===== config.mk =====
export PLATFORM = sky130hd
export DESIGN_NAME = cakegame_uc_flat
export DESIGN_NICKNAME = d
export VERILOG_FILES = /design/src/rtl/cakegame_uc_if.sv /design/src/rtl/cakegame_uc.sv /design/src/flat_wrapper.sv
export SDC_FILE = /design/constraint.sdc
export NUM_CORES = 1
export LEC_CHECK = 0
export CAP_MARGIN = 20
export CORE_MARGIN = 5
export CORE_UTILIZATION = 45
export DETAILED_ROUTE_END_ITERATION = 10
export PLACE_DENSITY = 0.88
export SLEW_MARGIN = 5
export SYNTH_ARGS = -nofsm -noshare
export SYNTH_HDL_FRONTEND = slang
export SYNTH_SLANG_ARGS = --single-unit

===== constraint.sdc =====
create_clock -name clk_i -period 2.6 [get_ports clk_i]
set_input_delay 0.39 -clock clk_i [delete_from_list [all_inputs] [get_ports clk_i]]
set_output_delay 0.39 -clock clk_i [all_outputs]
set_load 0.02 [all_outputs]

===== src/rtl/cakegame_uc_if.sv =====
// Control/status bundle between the cake-game control unit and its datapath.
// The control unit drives every datapath control line; the datapath returns its status flags.
interface cakegame_uc_if;
  logic       end_mem_counter;
  logic       correct_play;
  logic       has_play;
  logic       end_show;
  logic       timeout;
  logic [1:0] out_sel;
  logic       clear_reg;
  logic       enable_reg;
  logic       clear_mem_counter;
  logic       enable_mem_counter;
  logic       clear_show_counter;
  logic       enable_show_counter;
  logic       enable_timeout_counter;
  logic       clear_points_counter;
  logic       enable_points_counter;

  modport master (
    input  end_mem_counter, correct_play, has_play, end_show, timeout,
    output out_sel, clear_reg, enable_reg, clear_mem_counter, enable_mem_counter,
           clear_show_counter, enable_show_counter, enable_timeout_counter,
           clear_points_counter, enable_points_counter
  );

  modport slave (
    output end_mem_counter, correct_play, has_play, end_show, timeout,
    input  out_sel, clear_reg, enable_reg, clear_mem_counter, enable_mem_counter,
           clear_show_counter, enable_show_counter, enable_timeout_counter,
           clear_points_counter, enable_points_counter
  );
endinterface


===== src/rtl/cakegame_uc.sv =====
// Cake-game control unit: Moore FSM that clears the datapath, shows each ROM entry,
// waits for and scores the player's press, and ends the game as won or lost.
module cakegame_uc (
  input  logic                 clk_i,
  input  logic                 rst_i,
  input  logic                 srst_i,
  input  logic                 start_i,
  cakegame_uc_if.master        dp,
  output logic                 finished_o,
  output logic                 won_o,
  output logic [3:0]           db_state_o
);

  typedef enum logic [3:0] {
    ST_IDLE     = 4'd0,
    ST_INIT     = 4'd1,
    ST_SHOW     = 4'd2,
    ST_WAIT     = 4'd3,
    ST_REGISTER = 4'd4,
    ST_COMPARE  = 4'd5,
    ST_SCORE    = 4'd6,
    ST_NEXT     = 4'd7,
    ST_LOST     = 4'd12,
    ST_WON      = 4'd13
  } state_e;

  typedef struct packed {
    logic [1:0] out_sel;
    logic       clear_reg;
    logic       enable_reg;
    logic       clear_mem;
    logic       clear_show;
    logic       enable_show;
    logic       enable_timeout;
    logic       clear_points;
    logic       enable_points;
    logic       finished;
    logic       won;
  } ctrl_t;

  state_e state_q, state_d;
  ctrl_t  ctrl_q, ctrl_d;

  // Next-state selection; a soft reset returns to idle on the next edge
  always_comb begin
    state_d = state_q;
    if (srst_i) begin
      state_d = ST_IDLE;
    end else begin
      case (state_q)
        ST_IDLE:     if (start_i) state_d = ST_INIT; else state_d = ST_IDLE;
        ST_INIT:     state_d = ST_SHOW;
        ST_SHOW:     if (dp.end_show) state_d = ST_WAIT; else state_d = ST_SHOW;
        ST_WAIT: begin
          if (dp.has_play)     state_d = ST_REGISTER;
          else if (dp.timeout) state_d = ST_LOST;
          else                 state_d = ST_WAIT;
        end
        ST_REGISTER: state_d = ST_COMPARE;
        ST_COMPARE:  if (dp.correct_play) state_d = ST_SCORE; else state_d = ST_NEXT;
        ST_SCORE:    state_d = ST_NEXT;
        ST_NEXT:     if (dp.end_mem_counter) state_d = ST_WON; else state_d = ST_SHOW;
        ST_LOST:     if (start_i) state_d = ST_INIT; else state_d = ST_LOST;
        ST_WON:      if (start_i) state_d = ST_INIT; else state_d = ST_WON;
        default:     state_d = ST_IDLE;
      endcase
    end
  end

  // Decode the state being entered so the Moore outputs register together with it
  always_comb begin
    ctrl_d = '0;
    case (state_d)
      ST_INIT: begin
        ctrl_d.clear_reg    = 1'b1;
        ctrl_d.clear_mem    = 1'b1;
        ctrl_d.clear_show   = 1'b1;
        ctrl_d.clear_points = 1'b1;
      end
      ST_SHOW: begin
        ctrl_d.enable_show = 1'b1;
        ctrl_d.out_sel     = 2'd1;
      end
      ST_WAIT: begin
        ctrl_d.enable_timeout = 1'b1;
        ctrl_d.out_sel        = 2'd2;
      end
      ST_REGISTER: begin
        ctrl_d.enable_reg = 1'b1;
        ctrl_d.out_sel    = 2'd2;
      end
      ST_COMPARE:  ctrl_d.out_sel       = 2'd2;
      ST_SCORE:    ctrl_d.enable_points = 1'b1;
      ST_NEXT:     ctrl_d.clear_show    = 1'b1;
      ST_LOST:     ctrl_d.finished      = 1'b1;
      ST_WON: begin
        ctrl_d.finished = 1'b1;
        ctrl_d.won      = 1'b1;
      end
      default:     ctrl_d = '0;
    endcase
  end

  // State and output registers
  always_ff @(posedge clk_i or posedge rst_i) begin
    if (rst_i) begin
      state_q <= ST_IDLE;
      ctrl_q  <= '0;
    end else begin
      state_q <= state_d;
      ctrl_q  <= ctrl_d;
    end
  end

  // Address never wraps: at the last entry the game ends instead of incrementing
  assign dp.enable_mem_counter     = (state_q == ST_NEXT) && !dp.end_mem_counter;
  assign dp.out_sel                = ctrl_q.out_sel;
  assign dp.clear_reg              = ctrl_q.clear_reg;
  assign dp.enable_reg             = ctrl_q.enable_reg;
  assign dp.clear_mem_counter      = ctrl_q.clear_mem;
  assign dp.clear_show_counter     = ctrl_q.clear_show;
  assign dp.enable_show_counter    = ctrl_q.enable_show;
  assign dp.enable_timeout_counter = ctrl_q.enable_timeout;
  assign dp.clear_points_counter   = ctrl_q.clear_points;
  assign dp.enable_points_counter  = ctrl_q.enable_points;
  assign finished_o                = ctrl_q.finished;
  assign won_o                     = ctrl_q.won;
  assign db_state_o                = state_q;

endmodule


===== src/flat_wrapper.sv =====
// flat-port wrapper written by rule: the top's interface ports become plain ports
module cakegame_uc_flat 
  (clk_i, rst_i, srst_i, start_i, finished_o, won_o, db_state_o, dp_end_mem_counter, dp_correct_play, dp_has_play, dp_end_show, dp_timeout, dp_out_sel, dp_clear_reg, dp_enable_reg, dp_clear_mem_counter, dp_enable_mem_counter, dp_clear_show_counter, dp_enable_show_counter, dp_enable_timeout_counter, dp_clear_points_counter, dp_enable_points_counter);
  cakegame_uc_if dp_i ();
  input  logic clk_i;
  input  logic rst_i;
  input  logic srst_i;
  input  logic start_i;
  output logic finished_o;
  output logic won_o;
  output logic [3:0] db_state_o;
  input wire logic [$bits(dp_i.end_mem_counter)-1:0] dp_end_mem_counter;
  input wire logic [$bits(dp_i.correct_play)-1:0] dp_correct_play;
  input wire logic [$bits(dp_i.has_play)-1:0] dp_has_play;
  input wire logic [$bits(dp_i.end_show)-1:0] dp_end_show;
  input wire logic [$bits(dp_i.timeout)-1:0] dp_timeout;
  output wire logic [$bits(dp_i.out_sel)-1:0] dp_out_sel;
  output wire logic [$bits(dp_i.clear_reg)-1:0] dp_clear_reg;
  output wire logic [$bits(dp_i.enable_reg)-1:0] dp_enable_reg;
  output wire logic [$bits(dp_i.clear_mem_counter)-1:0] dp_clear_mem_counter;
  output wire logic [$bits(dp_i.enable_mem_counter)-1:0] dp_enable_mem_counter;
  output wire logic [$bits(dp_i.clear_show_counter)-1:0] dp_clear_show_counter;
  output wire logic [$bits(dp_i.enable_show_counter)-1:0] dp_enable_show_counter;
  output wire logic [$bits(dp_i.enable_timeout_counter)-1:0] dp_enable_timeout_counter;
  output wire logic [$bits(dp_i.clear_points_counter)-1:0] dp_clear_points_counter;
  output wire logic [$bits(dp_i.enable_points_counter)-1:0] dp_enable_points_counter;
  assign dp_i.end_mem_counter = dp_end_mem_counter;
  assign dp_i.correct_play = dp_correct_play;
  assign dp_i.has_play = dp_has_play;
  assign dp_i.end_show = dp_end_show;
  assign dp_i.timeout = dp_timeout;
  assign dp_out_sel = dp_i.out_sel;
  assign dp_clear_reg = dp_i.clear_reg;
  assign dp_enable_reg = dp_i.enable_reg;
  assign dp_clear_mem_counter = dp_i.clear_mem_counter;
  assign dp_enable_mem_counter = dp_i.enable_mem_counter;
  assign dp_clear_show_counter = dp_i.clear_show_counter;
  assign dp_enable_show_counter = dp_i.enable_show_counter;
  assign dp_enable_timeout_counter = dp_i.enable_timeout_counter;
  assign dp_clear_points_counter = dp_i.clear_points_counter;
  assign dp_enable_points_counter = dp_i.enable_points_counter;
  cakegame_uc u_core (.clk_i(clk_i), .rst_i(rst_i), .srst_i(srst_i), .start_i(start_i), .dp(dp_i), .finished_o(finished_o), .won_o(won_o), .db_state_o(db_state_o));
endmodule

==> impl_results.md <==
* Status: complete, no violations
* Die area at 0.002544 mm²
* Max Fclk at 465.4 MHz
* Initial DRC count at 12
* Hold slack at 0.4312 ns
* CTS Root Cell: clkbuf_4
* Commonest non-fill, non-tap cell in the layout: clkdlybuf4s50_1
* Fin area at 989.7 µm²
* Worst Path Required at 2.21 ns
* Max VDD drop at 0.0003542 V
* Max FFs per register at 4
* Fin. Hold Viols at 0
* Clk slew on worst S/H paths at 0.08 ns
* Final Max Tran Viols at 0
* DR WL/cell at 14.35 µm
* Gr usage total at 0.1300
* Min-delay worst type: in -> async
* # setup viols final at 0
* Initial core utilization at 0.4828
* Slew @ Worst Pin at 0.5072 ns
* Number of global-route vias before repair at 551
* Routability cong. at 0.8288
* Router iterations before antenna repair at 4
* Reg2Reg Setup Slack at 0.82 ns
* CTS buffer count at 3
* Yosys warning total at 0
* Syn nets at 78
* LEAKAGE at 0.3957 nW
* Resized Gates After CTS at 0
* Worst skew pair latency at 0.27 ns
* Remaining DRCs at 0
* Commonest non-fill, non-tap cells in the layout: clkdlybuf4s50_1, dfrtp_1
* First-pass GRT wire length at 2.553 mm
* Initial antenna violation count at 0
* RSZ-0062 raised after global routing: no
* # H-tree levels at 1
* Synth Area in XOR/XNOR at 0
* Site Rows at 14
* Largest family of logic cells by synthesized area: simple AND/OR/NAND/NOR gates
* CP Launch Type: input pin
* Min setup slack post-route at 0.4511 ns
* Post-synthesis register bit count at 13
* CTS Hold Bufs at 0
* Top Ports at 26
* Port bufs at 25
* Vias/cell at 5.722
* Die height at 50.44 µm
* Worst slack at placement at 0.4598 ns
* Final TNS setup at 0 ns
* Number of distinct library cells after synthesis at 36
* Critical path class: in -> out
* Critical Path Fanout Max at 4
* Number of cells produced by synthesis at 69
* Routed WL at 1.550 mm
* Mapped cell area at 735.7 µm²
* Crit end category: output port
* DP HPWL at 1.190 mm
* Num Clock Sinks at 13
* Tmin final at 2.149 ns
* Synth top area share at 0.4422
* Gr ovfl total at 0
* Slew margin rel. at 0.6588
* Adder-cell share of the synthesized area at 0
* Top cells by area, synth: dfrtp_1, buf_4, nor3_2
* Simple-gate share of the synthesized area at 0.3282
* Largest net degree at the start of global routing at 14
* CTS tree: built
* Mux cell area share after synthesis at 0.01361
* Critical path arrival at 1.76 ns
* Area delta synth->final at 34.52%
* Layout cells sized above 1 at 0.1304
* Routed via count at 618
* Setup Skew at 0.001392 ns
* Worst-case clock buffer depth at 2
* Nets@finish at 102
* Power density of the placed cells at 504.3 mW/mm²
* Yosys top cell by area: dfrtp_1
* Die W at 50.44 µm
* Postcts setup bufs at 0
* Final ANT Viol Nets at 0
* Max-cap violations at 0
* N_diodes at 0
* Syn_area_per_cell at 10.66 µm²
* Tcrit/Tclk final at 0.8265
* Synth Area in Compound Gates at 0.1429
* Core Box Area at 0.001524 mm²
* Post-synthesis sequential area ratio at 0.4422
* Post-DP Area at 963.4 µm²
synthesized netlist by cell type:
| cell | instances |
|---|---|
| a311oi_1 | 1 |
| nor3b_1 | 1 |
| or3b_1 | 1 |
| o32ai_1 | 1 |
| nor2b_1 | 2 |
| buf_4 | 5 |
| nor4b_1 | 1 |
| a21o_1 | 2 |
| a32oi_1 | 1 |
| inv_1 | 3 |
| and2_1 | 2 |
| and2_4 | 1 |
| nand2_1 | 2 |
| nor3_1 | 1 |
| nand2b_1 | 2 |
| and3b_1 | 1 |
| nor2_1 | 3 |
| buf_2 | 1 |
| nor4bb_4 | 1 |
| a21boi_1 | 1 |
| nor4_2 | 1 |
| o21a_1 | 2 |
| a21oi_1 | 2 |
| nand3_1 | 2 |
| nand3b_1 | 2 |
| dfrtp_1 | 13 |
| or4_4 | 1 |
| a31o_1 | 1 |
| nor4_1 | 2 |
| or2_2 | 2 |
| nor3_2 | 3 |
| o21ai_0 | 1 |
| mux2i_1 | 1 |
| nand4b_1 | 1 |
| o21bai_1 | 1 |
| a32o_1 | 1 |
routing by layer:
metal  global-route usage  share of wire  vias to the layer above
met4              0.03830         0.0097                        0
li1                     -              -                      298
met3              0.03846          0.069                        2
met5                    0              0                        -
met1               0.1596           0.41                      296
met2               0.2197           0.51                       22
kinds of logic (layout without fill, tap and decap cells):
group	after synthesis	in the layout
buffers and inverters	9	32
AND/OR/NAND/NOR	32	32
flip-flops	13	13
multiplexers	1	1
AO/OA/AOI/OAI	14	14
worst max-delay path, stage by stage:
cell and delay, ns:
clkdlybuf4s50_1 0.46, nor2b_1 0.17, nor2b_1 0.14, clkdlybuf4s50_1 0.60
per-stage QoR:
step                        util  total power [mW]  cells
after global placement    0.6322            0.3732    104
final                     0.6494            0.4991    108
after CTS                 0.6494            0.5020    108
after global routing      0.6494            0.5249    108
after floorplan                -            0.3235     69
after detailed placement  0.6322            0.3762    104
report_power, final:
part,total (mW),internal [mW],switching (mW),leakage [nW]
clock,0.127,0.0593,0.0677,0.0150
combinational,0.143,0.0702,0.0724,0.203
sequential,0.229,0.214,0.0150,0.178
final cells by class:
cell class	count	area, µm²
fillers	121	534.3
clock buffers	4	26.28
multi-input cells	47	356.6
inverters	3	11.26
well taps	16	20.02
repair buffers	25	250.2
flip-flops and latches	13	325.3
worst paths after layout:
path                                                start                        endpoint  cells after the start
setup / recovery                       dp_end_mem_counter           dp_enable_mem_counter                      4
hold / removal                                      rst_i  u_core.dp.out_sel[0]$_DFF_PP0_                      2
setup reg to reg           u_core.db_state_o[0]$_DFF_PP0_  u_core.dp.out_sel[1]$_DFF_PP0_                      4
hold reg to reg            u_core.db_state_o[3]$_DFF_PP0_  u_core.db_state_o[0]$_DFF_PP0_                      2
max in group asynchronous                           rst_i  u_core.db_state_o[0]$_DFF_PP0_                      2
min in group clk_i                                 srst_i     u_core.finished_o$_DFF_PP0_                      3
No activity file was read; power rests on OpenSTA's default activity.
